**config.mk**
```make
export PLATFORM = sky130hd
export DESIGN_NAME = mem_port_arbiter
export DESIGN_NICKNAME = d
export VERILOG_FILES = /design/src/rtl/mem_port_arbiter.sv
export SDC_FILE = /design/constraint.sdc
export NUM_CORES = 1
export LEC_CHECK = 0
export CAP_MARGIN = 0
export CORE_AREA = 2 2 103 105
export CTS_BUF_LIST = sky130_fd_sc_hd__clkbuf_4
export CTS_CLUSTER_DIAMETER = 150
export CTS_CLUSTER_SIZE = 28
export DETAILED_ROUTE_END_ITERATION = 6
export DIE_AREA = 0 0 105 107
export PLACE_DENSITY_LB_ADDON = 0.15
export SYNTH_ARGS = -nofsm -noshare
export SYNTH_HDL_FRONTEND = slang
export SYNTH_SLANG_ARGS = --single-unit
```
**constraint.sdc**
```tcl
create_clock -name clk_i -period 2.8 [get_ports clk_i]
set_clock_uncertainty 0.15 [all_clocks]
set_input_delay 0.56 -clock clk_i [delete_from_list [all_inputs] [get_ports clk_i]]
set_output_delay 0.56 -clock clk_i [all_outputs]
set_load 0.01 [all_outputs]
```
**src/rtl/mem_port_arbiter.sv**
```systemverilog
// Single-port memory arbiter between instruction fetch (IF) and data memory (DM).
// One transaction at a time: grant in IDLE, strobe memory in ISSUE, wait out the
// fixed latency in WAIT, then return data to the owner.
module mem_port_arbiter #(
   parameter int unsigned ADDR_W      = 32,
   parameter int unsigned DATA_W      = 32,
   parameter int unsigned MEM_LATENCY = 2,
   parameter int unsigned DM_PRIORITY = 1
) (
   input  logic              clk_i,
   input  logic              reset,
   input  logic              if_req_i,
   input  logic [ADDR_W-1:0] if_addr_i,
   output logic              if_gnt_o,
   output logic              if_rvalid_o,
   output logic [DATA_W-1:0] if_rdata_o,
   input  logic              dm_req_i,
   input  logic              dm_we_i,
   input  logic [ADDR_W-1:0] dm_addr_i,
   input  logic [DATA_W-1:0] dm_wdata_i,
   output logic              dm_gnt_o,
   output logic              dm_rvalid_o,
   output logic [DATA_W-1:0] dm_rdata_o,
   output logic              mem_en_o,
   output logic              mem_we_o,
   output logic [ADDR_W-1:0] mem_addr_o,
   output logic [DATA_W-1:0] mem_wdata_o,
   input  logic [DATA_W-1:0] mem_rdata_i,
   output logic              busy_o
);

   localparam int unsigned CNT_W = (MEM_LATENCY > 1) ? $clog2(MEM_LATENCY) : 1;
   localparam logic [CNT_W-1:0] CNT_LOAD = CNT_W'(MEM_LATENCY - 1);

   typedef enum logic [1:0] {StIdle, StIssue, StWait} state_e;

   state_e            state_q, state_d;
   logic [CNT_W-1:0]  cnt_q, cnt_d;
   logic              owner_q, owner_d;   // 1 = DM owns the transaction
   logic              last_q, last_d;     // 1 = DM won the last grant
   logic              we_q, we_d;
   logic [ADDR_W-1:0] addr_q, addr_d;
   logic [DATA_W-1:0] wdata_q, wdata_d;

   logic              pick_dm;
   logic              gnt_if, gnt_dm, rv_if, rv_dm;
   logic [DATA_W-1:0] rdata_if, rdata_dm;

   // Next-state, latching and combinational grant/return logic
   always_comb begin
      state_d  = state_q;
      cnt_d    = cnt_q;
      owner_d  = owner_q;
      last_d   = last_q;
      we_d     = we_q;
      addr_d   = addr_q;
      wdata_d  = wdata_q;
      gnt_if   = 1'b0;
      gnt_dm   = 1'b0;
      rv_if    = 1'b0;
      rv_dm    = 1'b0;
      rdata_if = '0;
      rdata_dm = '0;

      // On a tie: fixed mode favours DM, round-robin favours whoever lost last time
      if (dm_req_i && if_req_i) begin
         pick_dm = (DM_PRIORITY != 0) || !last_q;
      end else begin
         pick_dm = dm_req_i;
      end

      unique case (state_q)
         StIdle: begin
            if (if_req_i || dm_req_i) begin
               if (pick_dm) begin
                  gnt_dm  = 1'b1;
                  owner_d = 1'b1;
                  we_d    = dm_we_i;
                  addr_d  = dm_addr_i;
                  wdata_d = dm_wdata_i;
               end else begin
                  gnt_if  = 1'b1;
                  owner_d = 1'b0;
                  we_d    = 1'b0;
                  addr_d  = if_addr_i;
                  wdata_d = '0;
               end
               last_d  = pick_dm;
               state_d = StIssue;
            end
         end
         StIssue: begin
            cnt_d   = CNT_LOAD;
            state_d = StWait;
         end
         StWait: begin
            if (cnt_q != '0) begin
               cnt_d = cnt_q - CNT_W'(1);
            end else begin
               if (owner_q) begin
                  rv_dm    = 1'b1;
                  rdata_dm = we_q ? '0 : mem_rdata_i;
               end else begin
                  rv_if    = 1'b1;
                  rdata_if = mem_rdata_i;
               end
               state_d = StIdle;
            end
         end
         default: state_d = StIdle;
      endcase
   end

   // State and transaction registers
   always_ff @(posedge clk_i) begin
      if (reset) begin
         state_q <= StIdle;
         cnt_q   <= '0;
         owner_q <= 1'b0;
         last_q  <= 1'b0;
         we_q    <= 1'b0;
         addr_q  <= '0;
         wdata_q <= '0;
      end else begin
         state_q <= state_d;
         cnt_q   <= cnt_d;
         owner_q <= owner_d;
         last_q  <= last_d;
         we_q    <= we_d;
         addr_q  <= addr_d;
         wdata_q <= wdata_d;
      end
   end

   // Everything is forced quiet while reset is asserted, including the cycle it first rises
   assign if_gnt_o    = gnt_if & ~reset;
   assign dm_gnt_o    = gnt_dm & ~reset;
   assign if_rvalid_o = rv_if & ~reset;
   assign dm_rvalid_o = rv_dm & ~reset;
   assign if_rdata_o  = reset ? '0 : rdata_if;
   assign dm_rdata_o  = reset ? '0 : rdata_dm;
   assign mem_en_o    = (state_q == StIssue) & ~reset;
   assign mem_we_o    = (state_q == StIssue) & we_q & ~reset;
   assign mem_addr_o  = reset ? '0 : addr_q;
   assign mem_wdata_o = reset ? '0 : wdata_q;
   assign busy_o      = (state_q != StIdle) & ~reset;

endmodule

```
# Yosys cells after proc, flatten, opt, wreduce, memory -nomap -nowiden
# Index checks and enable logic that the tools add are counted.
# totals
reg_bits	69
inputBits	133
output_inout_bits	135
# classes
addsub	1
n_eq_ne	4
mux	32
n_bitwise	9
reduce_logical	7
# ops
operator	n
$mux W32	13
$mux W1	15
$and A1 B1 Y1	8
$pmux W2 S3	1
$mux W2	2
$ne A2 B2 Y1 const B	2
$reduce_and A2 Y1	2
$reduce_bool A2 Y1	2
$eq A2 B1 Y1 const B	1
$eq A2 B2 Y1 const B	1
$logic_not A2 Y1	1
$pmux W1 S2	1
$logic_and A1 B1 Y1	1
$logic_or A1 B1 Y1	1
$not A1 Y1	1
$sub A1 B1 Y1 const B	1

# Logic depth before layout (Yosys ltp)
# logic_depth
ltp_word	6
mapped_depth	7
mapped_depth_nobuf	5

# Worst setup path before layout
# OpenSTA, ideal clock, no wires.
# synth_timing
path_kind	input-to-output
from	input port reset
to	output port dm_rdata_o[10]
arrival_ps	1399
required_ps	2090
path_slack_ps	691
stages	4
path_cell_list	and4bb_1 nor2b_2 buf_2 and2_1
# synth_between
elab_chain_len	1
# synth_lines
item	line_no	rtl
start, declared	11	input logic reset,
$mux W32	141	assign dm_rdata_o = reset ? '0 : rdata_dm;
end, declared	23	output logic [DATA_W-1:0] dm_rdata_o,
# Every way passes these cells.

# Worst setup path in the final report
# layout_timing
from	register state_q[0]
to	output port dm_rdata_o[15]
# layout_between
elab_chain_len	3
# layout_lines
item	line_no	rtl
start, declared	37	state_e state_q, state_d;
start signal, assigned	117	state_q <= StIdle;
start signal, assigned	125	state_q <= state_d;
$eq A2 B2 Y1	72	unique case (state_q)
$mux W32	72	
$mux W32	141	
# Every way passes these cells.

==> metrics.txt <==
status=complete, no violations; placed cells=772; Avg Vias per Cell=4.599; die area=0.01124 sq mm; Clock Path Buffers=2; Detail Placement HPWL=9150 microns; Ant. Diodes=0; Gate Count Post-Synth=391; Slew headroom=0.6439; Final min period=2.793 ns; post-synthesis net count=528; Routed WL=12210 microns; worst hold path class=reg2reg; highest-count cells in the layout ignoring fill and taps=clkdlybuf4s50_1, dfxtp_1, nor2b_1, and2_1; Worst R2R End=addr_q[21]; overflow left after global routing=0; final cell count without fillers=796; max incr delay on CP=0.38 ns; Distinct cells, synth=28; FF+latch count, synth=69; max-cap viol count=0; power per cell area=416.3 mW/mm^2; initial core utilization=0.3537; RD Place Congestion=0.7906; RSZ-0062 raised after global routing=yes; antenna violations before repair=0; final hold violation count=0; crit end category=primary output; cts bufs inserted=9; worst r2r src=state_q[1]; DR pass1 iterations=4; CP max FO=8; fin crit share=0.9976; DR WL/cell=15.33 microns; WP data arrival=2.08 ns; gr usage total=0.2019; Slew Viols, Final=0; largest net degree at the start of global routing=57; Layout fillers=894; TritonCTS clock tree=done; CP Launch Point=state_q[0]; clock sink count=69; post-synthesis sequential area ratio=0.3870; Layout area overhead=81.35%; area post-placement=0.006351 sq mm; final setup fails=0; H-tree Lvls=3; leakage power=2.706 nW; DRC=0; Die Width=105 microns; vias in the first global route=3556; Worst VDD drop=0.2838 mV; clock-pin slew of the registers on the worst-case setup and hold paths=0.11 ns; most common cell after layout, fill and taps aside=clkdlybuf4s50_1; PortBufs=267; Die Y-Extent=107 microns; Final #Nets=792; r2r worst-path depth=6; critical path's slowest cell=dfxtp_4; Routed Antenna Nets=0; critical path class=reg2out; sink of the worst hold path=addr_q[24]; final core utilization=0.6415; Max Clk Rate=0.3580 GHz; Core ar.=0.01009 sq mm; worst hold path depth=2; Iteration-0 DRC Markers=154; Slew @ Worst Pin=0.5341 ns; Req. time, crit path=2.09 ns; Setup crit start kind=flip-flop; Clock Latency Late Sink=0.40 ns; syn avg cell area=9.130 sq um; Final Cell Area=0.006474 sq mm; Worst Hold Launch=addr_q[24]; vias=3661; clk root buf=clkbuf_4; Yosys warning count=0; worst path cell trace=inv_4 -> ha_4 -> and4bb_1 -> nor2b_4 -> clkbuf_16 -> and2_1 -> clkdlybuf4s15_1; first-pass GRT wire length=18110 microns; I/O pin total=268; Hold Buf Count CTS=0; layout cells sized above 1=0.1288; synthesized area=0.003570 sq mm; row cnt=37; worst reg2reg setup slack=1.01 ns
[kinds of logic after synthesis]
| group | after synthesis | synth area share |
|---|---|---|
| simple gates | 175 | 0.2846 |
| flops | 69 | 0.3870 |
| mux | 33 | 0.09254 |
| compound gates | 72 | 0.1619 |
| buf+inv | 38 | 0.05994 |
| fa+ha+maj | 4 | 0.01402 |
[how the worst max path moves through the flow]
| stage | endpoint | slack, ns | depth (start not counted) |
|---|---|---|---|
| after floorplan | dm_rdata_o[10] | 0.69 | 4 |
| after global placement | if_rdata_o[6] | 0.09 | 6 |
| after detailed placement | if_gnt_o | -0.002 | 4 |
| after CTS | if_gnt_o | -0.03 | 5 |
| after global routing | dm_rdata_o[15] | -0.10 | 7 |
| final | dm_rdata_o[15] | 0.007 | 7 |
[where the power goes]
part | switching, W | total, W | internal, W
registers | 0.0000485 | 0.00115 | 0.00110
clock network | 0.000360 | 0.000715 | 0.000356
logic | 0.000349 | 0.000834 | 0.000485
[layout make-up]
type                            count  area, sq um  area share
Timing Repair Buffer              288         2714      0.4192
Multi-Input combinational cell    284         2033      0.3141
Sequential cell                    69         1385      0.2140
Tap cell                          136        170.2     0.02629
Clock inverter                      7        90.09     0.01392
Clock buffer                        9        67.56     0.01044
Inverter                            3        13.76    0.002126
[per-stage QoR]
stage	power (W)	setup WS (ns)	setup TNS (ns)	hold WS [ns]
final	0.002695	0.006704	0	0.3490
after global routing	0.002855	-0.1013	-0.8936	0.3736
after CTS	0.002698	-0.02805	-0.02805	0.3442
after detailed placement	0.001984	-0.001673	-0.001673	0.3284
after global placement	0.001966	0.08858	0	0.3154
after floorplan	0.001566	0.6910	0	0.3015
[synthesized netlist by cell type]
cell type	count	share of area
a211oi_1	33	0.069
a21oi_1	1	0.0014
a22o_1	32	0.079
a22oi_1	2	0.0042
a32o_1	1	0.0028
and2_1	65	0.11
and3_1	1	0.0018
and4bb_1	1	0.0035
buf_1	1	0.0011
buf_2	18	0.025
buf_4	6	0.013
buf_6	3	0.0095
clkbuf_1	6	0.0063
clkbuf_4	1	0.0021
dfxtp_1	69	0.39
ha_1	4	0.014
inv_1	2	0.0021
inv_2	1	0.0011
mux2i_1	33	0.093
nand2_1	4	0.0042
nor2_1	36	0.038
nor2b_1	65	0.11
nor2b_2	1	0.0025
nor4b_2	1	0.0042
nor4bb_1	1	0.0028
o21a_1	1	0.0021
o21ai_1	1	0.0014
o31ai_1	1	0.0021
[layer usage]
| metal | share of wire | vias to the layer above | wire [microns] | track usage |
|---|---|---|---|---|
| li1 | - | 1869 | - | - |
| met1 | 0.38 | 1624 | 4656 | 0.2189 |
| met2 | 0.53 | 147 | 6452 | 0.3771 |
| met3 | 0.064 | 21 | 778 | 0.05653 |
| met4 | 0.026 | 0 | 318 | 0.06667 |
| met5 | 0 | - | 0 | 0 |
[repair_timing]
action,CTS,global route
endpoints found under the hold margin,0,0
setup buffers,0,5
resized for setup,73,111
endpoints found under the setup margin,66,65
cloned,1,2
pin swaps,0,1
[flip-flops by register name, indices dropped and copies added, names as in the netlist]
signal / count
addr_q: 32
cnt_q: 1
owner_q: 1
state_q: 2
wdata_q: 32
we_q: 1
[worst max-delay path, delay by kind of cell, from the launching register on]
family	cells	cell delay [ns]
fa+ha+maj	1	0.14
buf+inv	3	0.53
flops	1	0.38
simple gates	3	0.65
No activity file was read; power rests on OpenSTA's default activity.
